**src/rtl/vga_if.sv**
```systemverilog
// VGA timing and colour bundle handed from one overlay stage to the next.
interface vga_if;
  logic [10:0] vcount;
  logic        vsync;
  logic        vblnk;
  logic [10:0] hcount;
  logic        hsync;
  logic        hblnk;
  logic [11:0] rgb;

  modport in  (input  vcount, vsync, vblnk, hcount, hsync, hblnk, rgb);
  modport out (output vcount, vsync, vblnk, hcount, hsync, hblnk, rgb);
endinterface

```
**src/rtl/animation_ladder_multi.sv**
```systemverilog
// Overlays N_LADDERS animated ladder sprites on the VGA stream; the ladders grow,
// hold and shrink one segment per FRAMES_PER_STEP frames under a local FSM.
module animation_ladder_multi #(
  parameter int          N_LADDERS       = 2,
  parameter int          X0              = 480,
  parameter int          X_PITCH         = 36,
  parameter int          SPRITE_W        = 32,
  parameter int          SPRITE_H        = 32,
  parameter int          Y_TOP           = 271,
  parameter int          Y_BOTTOM        = 768,
  parameter int          MAX_SEG         = 15,
  parameter int          FRAMES_PER_STEP = 4,
  parameter logic [11:0] KEY_RGB         = 12'h000
) (
  input  logic                                        clk,
  input  logic                                        rst,
  input  logic                                        start_game,
  input  logic                                        grow_req,
  input  logic                                        shrink_req,
  input  logic [11:0]                                 rgb_pixel,
  output logic [$clog2(SPRITE_H)+$clog2(SPRITE_W)-1:0] pixel_addr,
  output logic [3:0]                                  seg_count,
  output logic                                        busy,
  output logic                                        done,
  vga_if.in                                           in,
  vga_if.out                                          out
);

  localparam int ROW_W = $clog2(SPRITE_H);
  localparam int COL_W = $clog2(SPRITE_W);
  localparam int CNT_W = (FRAMES_PER_STEP > 1) ? $clog2(FRAMES_PER_STEP) : 1;
  localparam logic [11:0]      Y_TOP_U  = 12'(Y_TOP);
  localparam logic [11:0]      Y_BOT_U  = 12'(Y_BOTTOM);
  localparam logic [3:0]       SEG_MAX  = 4'(MAX_SEG);
  localparam logic [CNT_W-1:0] CNT_LAST = CNT_W'(FRAMES_PER_STEP - 1);

  typedef struct packed {
    logic [10:0] vcount;
    logic        vsync;
    logic        vblnk;
    logic [10:0] hcount;
    logic        hsync;
    logic        hblnk;
    logic [11:0] rgb;
  } vga_t;

  typedef enum logic [1:0] {IDLE, GROW, HOLD, SHRINK} state_t;

  function automatic logic [11:0] ladder_x(input int i);
    return 12'(X0 + i * X_PITCH);
  endfunction

  function automatic logic in_ladder(input logic [11:0] h, input int i);
    return (h >= ladder_x(i)) && (h < ladder_x(i) + 12'(SPRITE_W));
  endfunction

  function automatic logic [11:0] sat_sub(input logic [11:0] a, input logic [11:0] b);
    return (b > a) ? 12'd0 : a - b;
  endfunction

  function automatic logic [11:0] umax(input logic [11:0] a, input logic [11:0] b);
    return (a > b) ? a : b;
  endfunction

  vga_t vga_p0, vga_p1, vga_p2, vga_p3, vga_o;
  logic [ROW_W+COL_W-1:0] addr_nxt;
  logic [11:0] y_start;
  logic v_hit, h_hit, hit_p2;

  assign vga_p0 = {in.vcount, in.vsync, in.vblnk, in.hcount, in.hsync, in.hblnk, in.rgb};

  // Stage 1: ROM address from the incoming pixel; held when no ladder column matches
  always_comb begin
    addr_nxt = pixel_addr;
    for (int i = 0; i < N_LADDERS; i++) begin
      if (in_ladder({1'b0, vga_p0.hcount}, i))
        addr_nxt = {vga_p0.vcount[ROW_W-1:0], COL_W'({1'b0, vga_p0.hcount} - ladder_x(i))};
    end
  end

  // Stage 2: hit test on delayed counters while the ROM texel arrives
  always_comb begin
    y_start = umax(Y_TOP_U, sat_sub(Y_BOT_U, 12'(SPRITE_H) * {8'd0, seg_count}));
    v_hit   = (seg_count != 4'd0) && ({1'b0, vga_p2.vcount} >= y_start) &&
              ({1'b0, vga_p2.vcount} < Y_BOT_U);
    h_hit   = 1'b0;
    for (int i = 0; i < N_LADDERS; i++) begin
      if (in_ladder({1'b0, vga_p2.hcount}, i)) h_hit = 1'b1;
    end
    hit_p2 = v_hit && h_hit;
  end

  // Stage 3: colour select into the output register
  always_comb begin
    vga_o = vga_p2;
    if (vga_p2.vblnk || vga_p2.hblnk)       vga_o.rgb = 12'h888;
    else if (hit_p2 && rgb_pixel != KEY_RGB) vga_o.rgb = rgb_pixel;
    else                                      vga_o.rgb = vga_p2.rgb;
  end

  always_ff @(posedge clk or negedge rst) begin
    if (!rst) begin
      vga_p1     <= '0;
      vga_p2     <= '0;
      vga_p3     <= '0;
      pixel_addr <= '0;
    end else begin
      vga_p1     <= vga_p0;
      pixel_addr <= addr_nxt;
      vga_p2     <= vga_p1;
      vga_p3     <= vga_o;
    end
  end

  assign out.vcount = vga_p3.vcount;
  assign out.vsync  = vga_p3.vsync;
  assign out.vblnk  = vga_p3.vblnk;
  assign out.hcount = vga_p3.hcount;
  assign out.hsync  = vga_p3.hsync;
  assign out.hblnk  = vga_p3.hblnk;
  assign out.rgb    = vga_p3.rgb;

  state_t           state, state_nxt;
  logic [3:0]       seg_nxt;
  logic [CNT_W-1:0] frame_cnt, cnt_nxt;
  logic             done_nxt, tick, step;

  // Steps land only on the frame-start pixel, so seg_count never changes mid-frame
  assign tick = (in.vcount == 11'd0) && (in.hcount == 11'd0);
  assign step = tick && (frame_cnt == CNT_LAST);
  assign busy = (state == GROW) || (state == SHRINK);

  always_ff @(posedge clk or negedge rst) begin
    if (!rst) begin
      state     <= IDLE;
      seg_count <= 4'd0;
      frame_cnt <= '0;
      done      <= 1'b0;
    end else begin
      state     <= state_nxt;
      seg_count <= seg_nxt;
      frame_cnt <= cnt_nxt;
      done      <= done_nxt;
    end
  end

  always_comb begin
    state_nxt = state;
    seg_nxt   = seg_count;
    cnt_nxt   = frame_cnt;
    done_nxt  = 1'b0;
    if (tick) cnt_nxt = (frame_cnt == CNT_LAST) ? '0 : frame_cnt + 1'b1;
    if (!start_game) begin
      state_nxt = IDLE;
      seg_nxt   = 4'd0;
      cnt_nxt   = '0;
    end else begin
      case (state)
        IDLE: if (grow_req && seg_count < SEG_MAX) begin
          state_nxt = GROW;
          cnt_nxt   = '0;
        end
        GROW: if (step) begin
          seg_nxt = seg_count + 4'd1;
          if (seg_count == SEG_MAX - 4'd1) begin
            state_nxt = HOLD;
            done_nxt  = 1'b1;
          end
        end
        HOLD: if (shrink_req) begin
          state_nxt = SHRINK;
          cnt_nxt   = '0;
        end
        SHRINK: if (step) begin
          seg_nxt = seg_count - 4'd1;
          if (seg_count == 4'd1) begin
            state_nxt = IDLE;
            done_nxt  = 1'b1;
          end
        end
        default: state_nxt = IDLE;
      endcase
    end
  end

endmodule
```
**src/flat_wrapper.sv**
```systemverilog
// flat-port wrapper written by rule: the top's interface ports become plain ports
module animation_ladder_multi_flat 
#(
  parameter int          N_LADDERS       = 2,
  parameter int          X0              = 480,
  parameter int          X_PITCH         = 36,
  parameter int          SPRITE_W        = 32,
  parameter int          SPRITE_H        = 32,
  parameter int          Y_TOP           = 271,
  parameter int          Y_BOTTOM        = 768,
  parameter int          MAX_SEG         = 15,
  parameter int          FRAMES_PER_STEP = 4,
  parameter logic [11:0] KEY_RGB         = 12'h000
)
  (clk, rst, start_game, grow_req, shrink_req, rgb_pixel, pixel_addr, seg_count, busy, done, in_vcount, in_vsync, in_vblnk, in_hcount, in_hsync, in_hblnk, in_rgb, out_vcount, out_vsync, out_vblnk, out_hcount, out_hsync, out_hblnk, out_rgb);
  vga_if in_i ();
  vga_if out_i ();
  input  logic clk;
  input  logic rst;
  input  logic start_game;
  input  logic grow_req;
  input  logic shrink_req;
  input  logic [11:0] rgb_pixel;
  output logic [$clog2(SPRITE_H)+$clog2(SPRITE_W)-1:0] pixel_addr;
  output logic [3:0] seg_count;
  output logic busy;
  output logic done;
  input wire logic [$bits(in_i.vcount)-1:0] in_vcount;
  input wire logic [$bits(in_i.vsync)-1:0] in_vsync;
  input wire logic [$bits(in_i.vblnk)-1:0] in_vblnk;
  input wire logic [$bits(in_i.hcount)-1:0] in_hcount;
  input wire logic [$bits(in_i.hsync)-1:0] in_hsync;
  input wire logic [$bits(in_i.hblnk)-1:0] in_hblnk;
  input wire logic [$bits(in_i.rgb)-1:0] in_rgb;
  output wire logic [$bits(out_i.vcount)-1:0] out_vcount;
  output wire logic [$bits(out_i.vsync)-1:0] out_vsync;
  output wire logic [$bits(out_i.vblnk)-1:0] out_vblnk;
  output wire logic [$bits(out_i.hcount)-1:0] out_hcount;
  output wire logic [$bits(out_i.hsync)-1:0] out_hsync;
  output wire logic [$bits(out_i.hblnk)-1:0] out_hblnk;
  output wire logic [$bits(out_i.rgb)-1:0] out_rgb;
  assign in_i.vcount = in_vcount;
  assign in_i.vsync = in_vsync;
  assign in_i.vblnk = in_vblnk;
  assign in_i.hcount = in_hcount;
  assign in_i.hsync = in_hsync;
  assign in_i.hblnk = in_hblnk;
  assign in_i.rgb = in_rgb;
  assign out_vcount = out_i.vcount;
  assign out_vsync = out_i.vsync;
  assign out_vblnk = out_i.vblnk;
  assign out_hcount = out_i.hcount;
  assign out_hsync = out_i.hsync;
  assign out_hblnk = out_i.hblnk;
  assign out_rgb = out_i.rgb;
  animation_ladder_multi #(.N_LADDERS(N_LADDERS), .X0(X0), .X_PITCH(X_PITCH), .SPRITE_W(SPRITE_W), .SPRITE_H(SPRITE_H), .Y_TOP(Y_TOP), .Y_BOTTOM(Y_BOTTOM), .MAX_SEG(MAX_SEG), .FRAMES_PER_STEP(FRAMES_PER_STEP), .KEY_RGB(KEY_RGB)) u_core (.clk(clk), .rst(rst), .start_game(start_game), .grow_req(grow_req), .shrink_req(shrink_req), .rgb_pixel(rgb_pixel), .pixel_addr(pixel_addr), .seg_count(seg_count), .busy(busy), .done(done), .in(in_i), .out(out_i));
endmodule
```
**config.mk**
```make
export PLATFORM = sky130hd
export DESIGN_NAME = animation_ladder_multi_flat
export DESIGN_NICKNAME = d
export VERILOG_FILES = /design/src/rtl/vga_if.sv /design/src/rtl/animation_ladder_multi.sv /design/src/flat_wrapper.sv
export SDC_FILE = /design/constraint.sdc
export NUM_CORES = 1
export LEC_CHECK = 0
export CELL_PAD_IN_SITES_DETAIL_PLACEMENT = 1
export CELL_PAD_IN_SITES_GLOBAL_PLACEMENT = 1
export CORE_MARGIN = 2
export CORE_UTILIZATION = 40
export CTS_CLUSTER_SIZE = 12
export DETAILED_ROUTE_END_ITERATION = 7
export PLACE_DENSITY_LB_ADDON = 0.08
export SLEW_MARGIN = 20
export SYNTH_ARGS = -nofsm -noshare
export SYNTH_HDL_FRONTEND = slang
export SYNTH_SLANG_ARGS = --single-unit
export TNS_END_PERCENT = 10
```
**constraint.sdc**
```tcl
create_clock -name clk -period 7.2 [get_ports clk]
set_input_delay 1.8 -clock clk [delete_from_list [all_inputs] [get_ports clk]]
set_output_delay 1.8 -clock clk [all_outputs]
set_load 0.01 [all_outputs]
```
# Word level (Yosys, flattened, before mapping)

Cells that the tools add are included.

Add/subtract/negate cells: 6
Multiply operators: 0
Div/mod/pow operators: 0
Order comparisons: 13
Equality and inequality tests: 13
Shift-type cells: 0
Mux-type cells: 32
Bitwise operators: 0
Reductions and logical operators: 21

Operators with widths:

| kind                  | count |
|---|---|
| $lt 11x10->1 const B  | 5 |
| $mux 12               | 4 |
| $mux 2                | 12 |
| $ge 11x10->1 const B  | 2 |
| $ge 11x9->1 const B   | 2 |
| $logic_not 11->1      | 2 |
| $mux 10               | 2 |
| $ge 11x12->1          | 1 |
| $gt 9x12->1 const A   | 1 |
| $mux 4                | 3 |
| $reduce_bool 12->1    | 1 |
| $logic_and 1x1->1     | 11 |
| $sub 10x9->11 const A | 1 |
| $gt 9x10->1 const B   | 1 |
| $ne 3x2->1 const B    | 3 |
| $ne 3x3->1 const B    | 3 |
| $pmux 2 s4            | 1 |
| $pmux 4 s2            | 1 |
| $mux 1                | 7 |
| $eq 2x2->1 const B    | 3 |
| $reduce_and 6->1      | 1 |
| $sub 5x1->5 const B   | 1 |
| $sub 5x3->5 const B   | 1 |
| $add 4x1->4 const B   | 1 |
| other kinds (14)      | 15 |

Flip-flop bits (word level): 133
Bits in latches: 0
Memory bits (writable): 0
ROM bits: 0
Input port bits: 55
Word-level logic and storage cells: 111
Memories kept: 0

# Depth between registers and ports, before layout

Word-level depth: 11
Depth in mapped cells: 12
Mapped depth without buffers: 11

# Worst setup path after synthesis

Ideal clock, no wire load.

Path kind: input port to flip-flop
Start: input port in_hcount[3]
End: register u_core.pixel_addr[0]
Data arrival time: 3.141 ns
Path slack: 3.934 ns
Stages: 5
Path buffers: 0
Cells stage by stage: or3_1 > and2_4 > or3_4 > nand2_4 > mux2_2

Word-level cells in the longest chain between the ends: 3

RTL lines:

| item                                                | RTL line                      | text |
|---|---|---|
| start: declaration                                  | flat_wrapper.sv:31            | `input wire logic [$bits(in_i.hcount)-1:0] in_hcount;` |
| $ge 11x10->1, or another cell as far along          | animation_ladder_multi.sv:54  | `return (h >= ladder_x(i)) && (h < ladder_x(i) + 12'(SPRITE_W));` |
| $logic_and 1x1->1                                   | animation_ladder_multi.sv:54  |  |
| $mux 10 / $reduce_bool 2->1 (equally long branches) | n/a                           |  |
| end signal: assignment                              | animation_ladder_multi.sv:109 | `pixel_addr <= addr_nxt;` |
| end: declaration                                    | animation_ladder_multi.sv:21  | `output logic [$clog2(SPRITE_H)+$clog2(SPRITE_W)-1:0] pixel_addr,` |

Several ways; a longest one is shown, not always the timed one.
A chain may end at the register's enable or synchronous reset.

# Worst setup path in the final report

Start: register u_core.state[1]
End: output port busy

Word-level cells in the longest chain between the ends: 2

RTL lines:

| item                                            | RTL line                      | text |
|---|---|---|
| start: declaration                              | animation_ladder_multi.sv:123 | `state_t state, state_nxt;` |
| start signal: assignment                        | animation_ladder_multi.sv:140 | `state <= state_nxt;` |
| $eq 2x1->1 / $eq 2x2->1 (equally long branches) | animation_ladder_multi.sv:131 | `assign busy = (state == GROW) \|\| (state == SHRINK);` |
| $logic_or 1x1->1 *                              | animation_ladder_multi.sv:131 |  |
| end: declaration                                | flat_wrapper.sv:26            | `output logic busy;` |

Every way passes the cells marked *; elsewhere a longest branch is shown, timed or not.

==> impl_metrics.toml <==
[logic_synthesis]
ys_types = 47
syn_area_um2 = 4701
ys_seq_area_share_pct = 70.80
ys.flop_type = "dfrtp_1"
synthCells = 328
synth.ff_latch_count = 133
syn_avg_cell_area_um2 = 14.33
syn_nets = 405
async_flop_share_pct = 100.0
yosys.area.top_type = "dfrtp_1"
yosysWarnings = 0
synth-edff-count = 0
synthTopCellsByArea = "dfrtp_1 (71%), ha_1 (5.9%), mux2i_1 (3.6%)"
synth_top_area_share_pct = 70.80

[die]
die_area_um2 = 12630
core_area_um2 = 11470
die_x_um = 112.4
ios = 109
rows = 39
die_h_um = 112.4
start_util_pct = 40.99

[setup_path]
rr_startpoint = "u_core.seg_count[0]$_DFFE_PN0P_"
crit_end = "busy"
reg2regPathDepth = 11
crit_slowest_cell = "clkdlybuf4s50_1"
cp.required_ns = 5.40
cp-startpoint = "u_core.state[1]$_DFFE_PN0P_"
worstSetupPathType = "flop to output pin"
rrSetupSlack_ns = 3.94
worst_ep_arrival_time_ns = 1.89
crit_path_max_incr_delay_ns = 0.53
cp_max_fo = 8
critPathCaptureType = "output pin"
cp-start-kind = "flop"
cp_cell_sequence = "ha_1, nor2_1, inv_1, clkdlybuf4s50_1"
reg2reg_to = "u_core.out.rgb[7]$_DFF_PN0_"

[min_path]
min_from = "u_core.vga_p1[9]$_DFF_PN0_"
hold_path.class = "flop to flop"

[finish]
syn_to_final_growth_pct = 40.17
num-nets-final = 525
drive_gt1_share_pct = 10.41
layout_commonest_cell = "dfrtp_1"
stdcell_area_um2 = 6589
antenna_cells = 0
final_cell_mix = "dfrtp_1 (133), clkdlybuf4s50_1 (107), nand2_1 (29)"
fin_util_pct = 57.46

[drt]
routed_via_density = 4.962
num_vias = 2997
drt_wl_total_um = 10310
drc = 0
wl_per_cell_um = 17.06
first_pass_iters = 3
ant_nets = 0
drt_iter0_drc = 114

[global_routing]
grt_max_degree = 72
grt_overflow_total = 0
grtUsageTotal_pct = 18.09
antenna_found_initial = 0
grt_pass1_wl_um = 17130
grt_pass1_vias = 3203

[outcome]
status = "finished clean"

[pwr]
total_power_mw = 1.983
leakagePower_nw = 2.863
peakVddDrop_uv = 151.2
powerDensity_nw_per_um2 = 300.9

[sta]
hold_viol = 0
fin_crit_ns = 3.694
tns_ns = 0
setup_viol = 0
relSlewSlack_pct = 43.06
fin_crit_sh_pct = 51.30
report.final.slew_viol_count = 0
rsz0062_at_grt = "false"
worst_pin_slew_ns = 0.8541
max_freq_ghz = 0.2707
finClkSkew_ns = 0.007058

[cts]
cts_resized = 0
cts_tree = "yes"
clock_path_buffers = 2
cts.sinks = 133
htreeDepth = 4
hold_buffers = 0
clk_latency_ns = 0.41
cts_made_buffers = 17
root_buffer = "clkbuf_16"
cts_setup_buffers = 0
clk_pin_slew_ns = 0.06

[placement]
routabilityCongestion = 0.8125
placed_cell_area_um2 = 5931
port_buffers = 108
hpwl_um = 7115

[job]
cap_violations = 0
-- layout make-up --
cell class,instances,area (um^2)
clock buffer,20,456.7
tap,143,178.9
fill,1155,4878
clock inverter,12,198.9
multi-input combinational,173,1284
timing repair buffer,109,1090
inverter,14,52.55
sequential,133,3328
-- sequential cells by signal (all words and copies together) (netlist names), 2 cells and up --
signal,cells
u_core.frame_cnt,2
u_core.out.hcount,11
u_core.out.rgb,12
u_core.out.vcount,11
u_core.pixel_addr,10
u_core.seg_count,4
u_core.state,2
u_core.vga_o,26
u_core.vga_p1,38
u_core.vga_p2,12
-- worst max-delay path, delay by kind of cell, from the launching register on --
kind	cells	cell delay [ns]
adders and majority gates	1	0.36
and+or+nand+nor	1	0.12
buffers and inverters	2	0.60
DFF	1	0.40
-- per-stage QoR --
step                      std cells  hold slack (ns)  setup slack, ns
after CTS                       604           0.3462            3.463
after floorplan                 328           0.3312            3.934
after detailed placement        572           0.3358            3.251
after global placement          572           0.3314            3.303
after global routing            604           0.3512            3.374
final                           604           0.3467            3.506
-- worst min-delay path by stage --
| stage | slack [ns] | depth (start not counted) | to |
|---|---|---|---|
| floorplan | 0.33 | 0 | u_core.out.hcount[0]$_DFF_PN0_ |
| global placement | 0.33 | 0 | u_core.vga_o[14]$_DFF_PN0_ |
| detailed placement | 0.34 | 0 | u_core.vga_o[12]$_DFF_PN0_ |
| CTS | 0.35 | 0 | u_core.vga_p2[11]$_DFF_PN0_ |
| global route | 0.35 | 0 | u_core.vga_p2[3]$_DFF_PN0_ |
| finish | 0.35 | 0 | u_core.vga_p2[9]$_DFF_PN0_ |
-- cells by family (layout without fill, tap and decap cells) --
logic type | Yosys count | in the layout | synth area share, %
flops | 133 | 133 | 70.80
simple gates | 93 | 93 | 10.65
compound gates | 29 | 29 | 4.525
mux | 24 | 24 | 5.297
fa+ha+maj | 22 | 22 | 5.856
buf+inv | 22 | 155 | 1.943
xor+xnor | 5 | 5 | 0.9318
-- power by group --
group	internal [mW]	leakage (nW)	switching, mW	total (mW)
Clock	0.633	0.321	0.314	0.947
Combinational	0.114	0.960	0.0951	0.210
Sequential	0.800	1.58	0.0262	0.826
Total	1.55	2.86	0.435	1.98
-- metal layers --
metal | GRT usage (%) | vias up | wire (um) | part of all wire (%)
met4 | 6.748 | 0 | 155 | 1.5
met5 | 0 | - | 0 | 0
li1 | - | 1378 | - | -
met2 | 29.12 | 84 | 5236 | 51
met3 | 5.400 | 14 | 463 | 4.5
met1 | 23.42 | 1521 | 4449 | 43
-- synth_stat cells (3+ instances only) --
library cell	number
a211oi_1	3
a21oi_1	4
and2_1	4
clkbuf_1	4
dfrtp_1	133
ha_1	22
inv_1	14
mux2_2	7
mux2i_1	17
nand2_1	29
nand2b_1	5
nand3_1	6
nor2_1	14
nor3_1	5
nor4_1	10
nor4b_1	3
o21ai_0	6
xor2_1	3
Power figures use the tool's default switching activity.
